**src/rtl/mux_pipe_stage_if.sv**
```systemverilog
// Handshake bundle for mux_pipe_stage: packed sources with select on the upstream side,
// registered data on the downstream side, plus the stage-wide load/flush controls.
interface mux_pipe_stage_if #(
   parameter int WIDTH   = 32,
   parameter int NUM_SRC = 2
);
   localparam int SEL_W = $clog2(NUM_SRC);

   logic [NUM_SRC*WIDTH-1:0] in_data;
   logic [SEL_W-1:0]         in_sel;
   logic                     in_valid;
   logic                     in_ready;
   logic                     load;
   logic                     flush;
   logic [WIDTH-1:0]         out_data;
   logic                     out_valid;
   logic                     out_ready;

   // master drives beats and controls; slave is the pipeline stage itself
   modport master (
      output in_data, in_sel, in_valid, load, flush, out_ready,
      input  in_ready, out_data, out_valid
   );

   modport slave (
      input  in_data, in_sel, in_valid, load, flush, out_ready,
      output in_ready, out_data, out_valid
   );
endinterface

```
**src/rtl/mux_pipe_stage.sv**
```systemverilog
// Registered N:1 select stage with valid/ready handshake, stall, flush-to-NOP and a
// one-entry skid buffer so that in_ready depends only on registered state and load.
module mux_pipe_stage #(
   parameter int          WIDTH     = 32,
   parameter int          NUM_SRC   = 2,
   parameter logic [31:0] NOP_VALUE = 32'h0000_0013
) (
   input  logic             clk,
   input  logic             rst,
   mux_pipe_stage_if.slave  bus
);
   localparam int               SEL_W = $clog2(NUM_SRC);
   localparam logic [WIDTH-1:0] NOP_W = WIDTH'(NOP_VALUE);

   logic [WIDTH-1:0] r_out_data;
   logic             r_out_valid;
   logic [WIDTH-1:0] r_skid_data;
   logic             r_skid_valid;

   logic [WIDTH-1:0] w_sel_data;
   logic             w_in_ready;
   logic             w_in_xfer;
   logic             w_out_xfer;

   // Out-of-range selects fall through to the NOP so no X ever enters the pipe.
   always_comb begin
      // NOTE: default assigned first so every path drives w_sel_data and no latch is inferred.
      w_sel_data = NOP_W;
      for (int k = 0; k < NUM_SRC; k++) begin
         if (bus.in_sel == SEL_W'(k)) begin
            w_sel_data = bus.in_data[k*WIDTH +: WIDTH];
         end
      end
   end

   assign w_in_ready = bus.load & ~r_skid_valid;
   assign w_in_xfer  = bus.in_valid & w_in_ready;
   assign w_out_xfer = r_out_valid & bus.out_ready & bus.load;

   always_ff @(posedge clk) begin
      // NOTE: non-blocking assignments so all state updates see pre-edge values.
      if (rst) begin
         r_out_data   <= NOP_W;
         r_out_valid  <= 1'b0;
         // NOTE: skid data is a plain register, not a memory, so it gets a defined reset value.
         r_skid_data  <= NOP_W;
         r_skid_valid <= 1'b0;
      end else if (bus.flush) begin
         r_out_data   <= NOP_W;
         r_out_valid  <= 1'b0;
         r_skid_valid <= 1'b0;
      end else if (bus.load) begin
         if (!r_out_valid || w_out_xfer) begin
            if (r_skid_valid) begin
               r_out_data   <= r_skid_data;
               r_out_valid  <= 1'b1;
               r_skid_valid <= 1'b0;
            end else if (w_in_xfer) begin
               r_out_data  <= w_sel_data;
               r_out_valid <= 1'b1;
            end else begin
               r_out_valid <= 1'b0;
            end
         end else if (w_in_xfer) begin
            // Main register is held by backpressure; park the beat behind it.
            r_skid_data  <= w_sel_data;
            r_skid_valid <= 1'b1;
         end
      end
   end

   assign bus.in_ready  = w_in_ready;
   assign bus.out_data  = r_out_data;
   assign bus.out_valid = r_out_valid;
endmodule

```
**src/flat_wrapper.sv**
```systemverilog
// flat-port wrapper written by rule: the top's interface ports become plain ports
module mux_pipe_stage_flat 
#(
   parameter int          WIDTH     = 32,
   parameter int          NUM_SRC   = 2,
   parameter logic [31:0] NOP_VALUE = 32'h0000_0013
)
  (clk, rst, bus_in_data, bus_in_sel, bus_in_valid, bus_load, bus_flush, bus_out_ready, bus_in_ready, bus_out_data, bus_out_valid);
  mux_pipe_stage_if #(.WIDTH(WIDTH), .NUM_SRC(NUM_SRC)) bus_i ();
  input  logic clk;
  input  logic rst;
  input wire logic [$bits(bus_i.in_data)-1:0] bus_in_data;
  input wire logic [$bits(bus_i.in_sel)-1:0] bus_in_sel;
  input wire logic [$bits(bus_i.in_valid)-1:0] bus_in_valid;
  input wire logic [$bits(bus_i.load)-1:0] bus_load;
  input wire logic [$bits(bus_i.flush)-1:0] bus_flush;
  input wire logic [$bits(bus_i.out_ready)-1:0] bus_out_ready;
  output wire logic [$bits(bus_i.in_ready)-1:0] bus_in_ready;
  output wire logic [$bits(bus_i.out_data)-1:0] bus_out_data;
  output wire logic [$bits(bus_i.out_valid)-1:0] bus_out_valid;
  assign bus_i.in_data = bus_in_data;
  assign bus_i.in_sel = bus_in_sel;
  assign bus_i.in_valid = bus_in_valid;
  assign bus_i.load = bus_load;
  assign bus_i.flush = bus_flush;
  assign bus_i.out_ready = bus_out_ready;
  assign bus_in_ready = bus_i.in_ready;
  assign bus_out_data = bus_i.out_data;
  assign bus_out_valid = bus_i.out_valid;
  mux_pipe_stage #(.WIDTH(WIDTH), .NUM_SRC(NUM_SRC), .NOP_VALUE(NOP_VALUE)) u_core (.clk(clk), .rst(rst), .bus(bus_i));
endmodule
```
**config.mk**
```make
export PLATFORM = sky130hd
export DESIGN_NAME = mux_pipe_stage_flat
export DESIGN_NICKNAME = d
export VERILOG_FILES = /design/src/rtl/mux_pipe_stage_if.sv /design/src/rtl/mux_pipe_stage.sv /design/src/flat_wrapper.sv
export SDC_FILE = /design/constraint.sdc
export NUM_CORES = 1
export LEC_CHECK = 0
export CORE_MARGIN = 2
export CORE_UTILIZATION = 43
export DETAILED_ROUTE_END_ITERATION = 16
export GPL_TIMING_DRIVEN = 0
export PLACE_DENSITY = 0.77
export SLEW_MARGIN = 20
export SYNTH_ARGS = -nofsm -noshare
export SYNTH_HDL_FRONTEND = slang
export SYNTH_SLANG_ARGS = --single-unit
```
**constraint.sdc**
```tcl
create_clock -name clk -period 1.3 [get_ports clk]
set_clock_uncertainty 0.05 [all_clocks]
set_input_delay 0.26 -clock clk [delete_from_list [all_inputs] [get_ports clk]]
set_output_delay 0.26 -clock clk [all_outputs]
set_load 0.05 [all_outputs]
```
======== Word-level counts from Yosys, hierarchy flattened ========
Cells that the tools add are included.
storage, ports and cells
  flip-flop bits (word level) ............. 66
  output and inout port bits .............. 34
  word-level logic and storage cells ...... 27
operators by class
  muxes and demuxes ....................... 7
  bitwise gates (word level) .............. 7
  reduce and logical (&&, ||, !) cells .... 9
operators by type and width
  kind               count
  $mux 32            3
  $and 1x1->1        4
  $mux 1             4
  $reduce_and 2->1   2
  $reduce_and 4->1   1
  $reduce_bool 2->1  2
  $not 1->1          3
  $reduce_and 3->1   1
  $reduce_or 2->1    1
  $logic_not 1->1    1
  $logic_or 1x1->1   1

======== Depth between registers and ports, before layout ========
  word-level depth ........................ 5
  gate-level depth with buffers ........... 7

======== Least setup slack after synthesis ========
OpenSTA, ideal clock, no wires.
  kind .................................... register to register
  start ................................... register u_core.r_out_valid (netlist: u_core.bus.out_valid)
  end ..................................... register u_core.r_out_data[4] (netlist: u_core.bus.out_data[4])
  arrival ................................. 1505 ps
  slack ................................... -375 ps
  cell stages (with the launch flop) ...... 6
  buffers on the path ..................... 2
  cells stage by stage .................... dfxtp_1 -> nor2b_1 -> clkbuf_2 -> buf_2 -> a2111oi_0 -> a211o_1
on the way
  longest elaborated chain between the ends .. 4
ends and longest elaborated chain
  what                            RTL line              text
  start: declaration              mux_pipe_stage.sv:16  logic r_out_valid;
  start signal: assignment        mux_pipe_stage.sv:44  r_out_valid <= 1'b0;
  start signal: assignment        mux_pipe_stage.sv:50  r_out_valid <= 1'b0;
  start signal: assignment        mux_pipe_stage.sv:56  r_out_valid <= 1'b1;
  $and 1x1->1 (2 in a row)        mux_pipe_stage.sv:38  assign w_out_xfer = r_out_valid & bus.out_ready & bus.load;
  $logic_or 1x1->1 (*)            mux_pipe_stage.sv:53  if (!r_out_valid || w_out_xfer) begin
  $reduce_and 3->1 (no line) (*)  n/a
  end signal: assignment          mux_pipe_stage.sv:55  r_out_data <= r_skid_data;
  end signal: assignment          mux_pipe_stage.sv:59  r_out_data <= w_sel_data;
  end: declaration                mux_pipe_stage.sv:15  logic [WIDTH-1:0] r_out_data;
Every way passes the cells marked *; elsewhere a longest branch is shown, timed or not.
A chain may end at the register's enable or synchronous reset.

======== Worst setup path after layout ========
  start ................................... register u_core.r_skid_valid
  end ..................................... output bus_in_ready
on the way
  longest elaborated chain between the ends .. 2
ends and longest elaborated chain
  what                      RTL line              text
  start: declaration        mux_pipe_stage.sv:18  logic r_skid_valid;
  start signal: assignment  mux_pipe_stage.sv:47  r_skid_valid <= 1'b0;
  start signal: assignment  mux_pipe_stage.sv:51  r_skid_valid <= 1'b0;
  start signal: assignment  mux_pipe_stage.sv:57  r_skid_valid <= 1'b0;
  $not 1->1                 mux_pipe_stage.sv:36  assign w_in_ready = bus.load & ~r_skid_valid;
  $and 1x1->1               mux_pipe_stage.sv:36
  end: declaration          flat_wrapper.sv:18    output wire logic [$bits(bus_i.in_ready)-1:0] bus_in_ready;
No other way between the ends.

==> reports/metrics.yaml <==
multi_input_area_um2: 2160
insertion_delay_ns: 0.35
ys_types: 25
diodes: 0
h-tree-depth: 3
async_flop_share_pct: 0
r2r-end: "u_core.bus.out_data[11]"
critPathLaunchType: "register"
timing.hold.ws_ns: 0.263
cts_buffers: 9
cts-root-buf: "clkbuf_8"
die_x_um: 94.8
ctsLongestPathBuffers: 2
hold_depth: 3
dieArea_um2: 8990
leakage_nw: 1.86
max_slew_margin_pct: 64.6
min_period_ns: 1.47
num_io_pins: 105
first_global_vias: 3565
synthesis.area_um2: 3550
syn-num-nets: 458
worstHoldStart: "bus_load"
slew_viol_final: 0
stdcell_count: 613
dp.cells: 592
drtAntennaViolNets: 0
nets: 574
synth_seq_area_share_pct: 37.2
cp_data_arrival_time_ns: 1.16
vias_per_cell: 6.03
path_max_fanout: 3
wl_per_cell_um: 19.0
std_cell_rows: 33
r2r_cells: 5
synth_area_leaders: "dfxtp_1 37%, mux2_2 18%, nor3_1 8.6%, a21oi_1 8.5%, o2111ai_1 7.2%"
dr_total_vias: 3696
crit_type: "register to primary output"
hold_class: "primary input to register"
worst_pin_slew_ns: 0.531
crit_path_start: "u_core.r_skid_valid"
firstDrtPassIters: 5
period_share_pct: 113
clk_pin_slew_ns: 0.07
overflow: 0
violations: "negative setup slack"
clkSinkCount: 66
gr-usage-all-layers_pct: 24.8
register_area_um2: 1330
gp_congestion: 0.846
avgSynthCellArea_um2: 9.17
hold_viol: 0
synth_edf_count: 0
yosys.area.top_type: "dfxtp_1"
max_freq_ghz: 0.680
setup_slack_ns: -0.170
fillers: 637
grt_setup_unrepaired: "yes"
cts_hold_buf: 0
syn_to_final_growth_pct: 47.2
layout-drive-gt1-share_pct: 37.8
grt_pass1_wl_um: 17400
hpwl_um: 7660
core-area_um2: 8090
ir_worst_vdd_v: 0.000669
synth_flop_cell: "dfxtp_1"
synth_top_area_share_pct: 37.2
worstPathRequired_ns: 0.99
end_kind: "primary output"
antenna_found_initial: 0
start_util_pct: 43.8
synthCells: 387
pre_cts_slack_ns: -0.757
totalWireLength_um: 11600
drtIter0Drc: 217
drv_cap: 0
ff2ff_setup_slack_ns: -0.16
p_per_area_nw_per_um2: 985
hold_end: "u_core.r_skid_valid"
drc_errors: 0
port-buffer-count: 100
yosysWarnings: 0
ys_ff_latch: 66
grt_max_degree: 13
status: "complete, but fails checks"
setup_viol: 37
die_height_um: 94.8
r2r_start: "u_core.r_skid_valid"
cts_tree: "yes"
==> layout by cell type, fill, tap and decap left out, drive strengths merged, types with 2 or more instances in the layout <==
master | Yosys | routed
clkdlybuf4s50 | 0 | 64
clkinv | 0 | 2
dlygate4sd2 | 0 | 2
o31ai | 29 | 29
clkbuf | 26 | 45
nand2 | 3 | 3
nand2b | 2 | 2
mux2i | 6 | 6
a21oi | 60 | 60
bufinv | 0 | 2
mux2 | 58 | 58
o2111ai | 29 | 29
buf | 28 | 60
dfxtp | 66 | 66
inv | 3 | 3
nor3 | 61 | 61
a2111oi | 3 | 3
a211o | 6 | 6
==> synth_stat cells, types with 6 or more instances <==
library cell,n
buf_4,7
o2111ai_1,29
nor3_1,61
mux2_2,58
dfxtp_1,66
buf_2,20
a21oi_1,60
a211o_1,6
clkbuf_1,25
mux2i_1,6
o31ai_1,29
==> worst max path at each step <==
stage | depth (start not counted) | slack (ns) | endpoint
floorplan | 4 | -0.16 | u_core.bus.out_data[0]
global placement | 6 | -0.73 | bus_in_ready
detailed placement | 6 | -0.76 | bus_in_ready
CTS | 5 | -0.21 | bus_in_ready
global route | 5 | -0.19 | u_core.bus.out_data[8]
finish | 4 | -0.17 | bus_in_ready
==> logic make-up (layout without fill, tap and decap cells) <==
kind of cell	count (synthesis)	after routing	share of synthesized area, %
compound gates	128	128	24.2
simple gates	72	72	10.7
flops	66	66	37.2
mux	64	64	20.1
buf+inv	57	178	7.72
==> stage by stage <==
| stage | power [mW] | instance area [um^2] | util (%) | setup TNS, ns |
|---|---|---|---|---|
| after floorplan | 2.62 | 3580 | - | -1.61 |
| after global placement | 2.97 | 4710 | 58.2 | -39.05 |
| after detailed placement | 2.99 | 4710 | 58.2 | -42.59 |
| after CTS | 5.07 | 4970 | 61.4 | -4.06 |
| after global routing | 5.28 | 5220 | 64.5 | -4.86 |
| final | 5.14 | 5220 | 64.5 | -3.26 |
==> area by class of cell <==
| type | instances | share of cell area [%] |
|---|---|---|
| clock inverter | 4 | 1.34 |
| multi-input combinational | 264 | 41.3 |
| clock buffer | 12 | 3.38 |
| inverter | 3 | 0.264 |
| buffer | 50 | 7.48 |
| tap | 105 | 2.52 |
| sequential | 66 | 25.4 |
| timing repair buffer | 109 | 18.3 |
==> worst max-delay path, cell delays in order (launching register included) <==
cell and delay (ns):
dfxtp_2 0.36, nand2b_4 0.15, inv_4 0.04, buf_6 0.11
buf_8 0.14
==> sequential cells by signal, summed over array words and instances, names as in the netlist <==
signal / flops
u_core.r_skid_data: 32
u_core.bus.out_valid: 1
u_core.bus.out_data: 32
u_core.r_skid_valid: 1
==> power by group <==
part | leakage (nW) | total (mW) | switching [mW] | internal (mW)
Combinational | 1.20 | 0.966 | 0.503 | 0.462
Clock | 0.127 | 2.10 | 0.807 | 1.29
Sequential | 0.535 | 2.07 | 0.0208 | 2.05
Total | 1.86 | 5.14 | 1.33 | 3.81
==> repair_timing <==
item / CTS / global route
setup buffers: 4 / 3
pin swaps: 3 / 9
gates cloned: 1 / 2
gates resized for setup: 222 / 59
endpoints found under the setup margin: 100 / 72
==> routing by layer <==
metal  up-vias  global-route usage (%)  share of wire (%)
met5         -                       0                  0
met4         0                    11.7                2.0
met3        22                    4.55                7.1
met2       179                    41.3                 50
met1      1776                    31.0                 41
li1       1719                       -                  -
No activity file was read; power rests on OpenSTA's default activity.
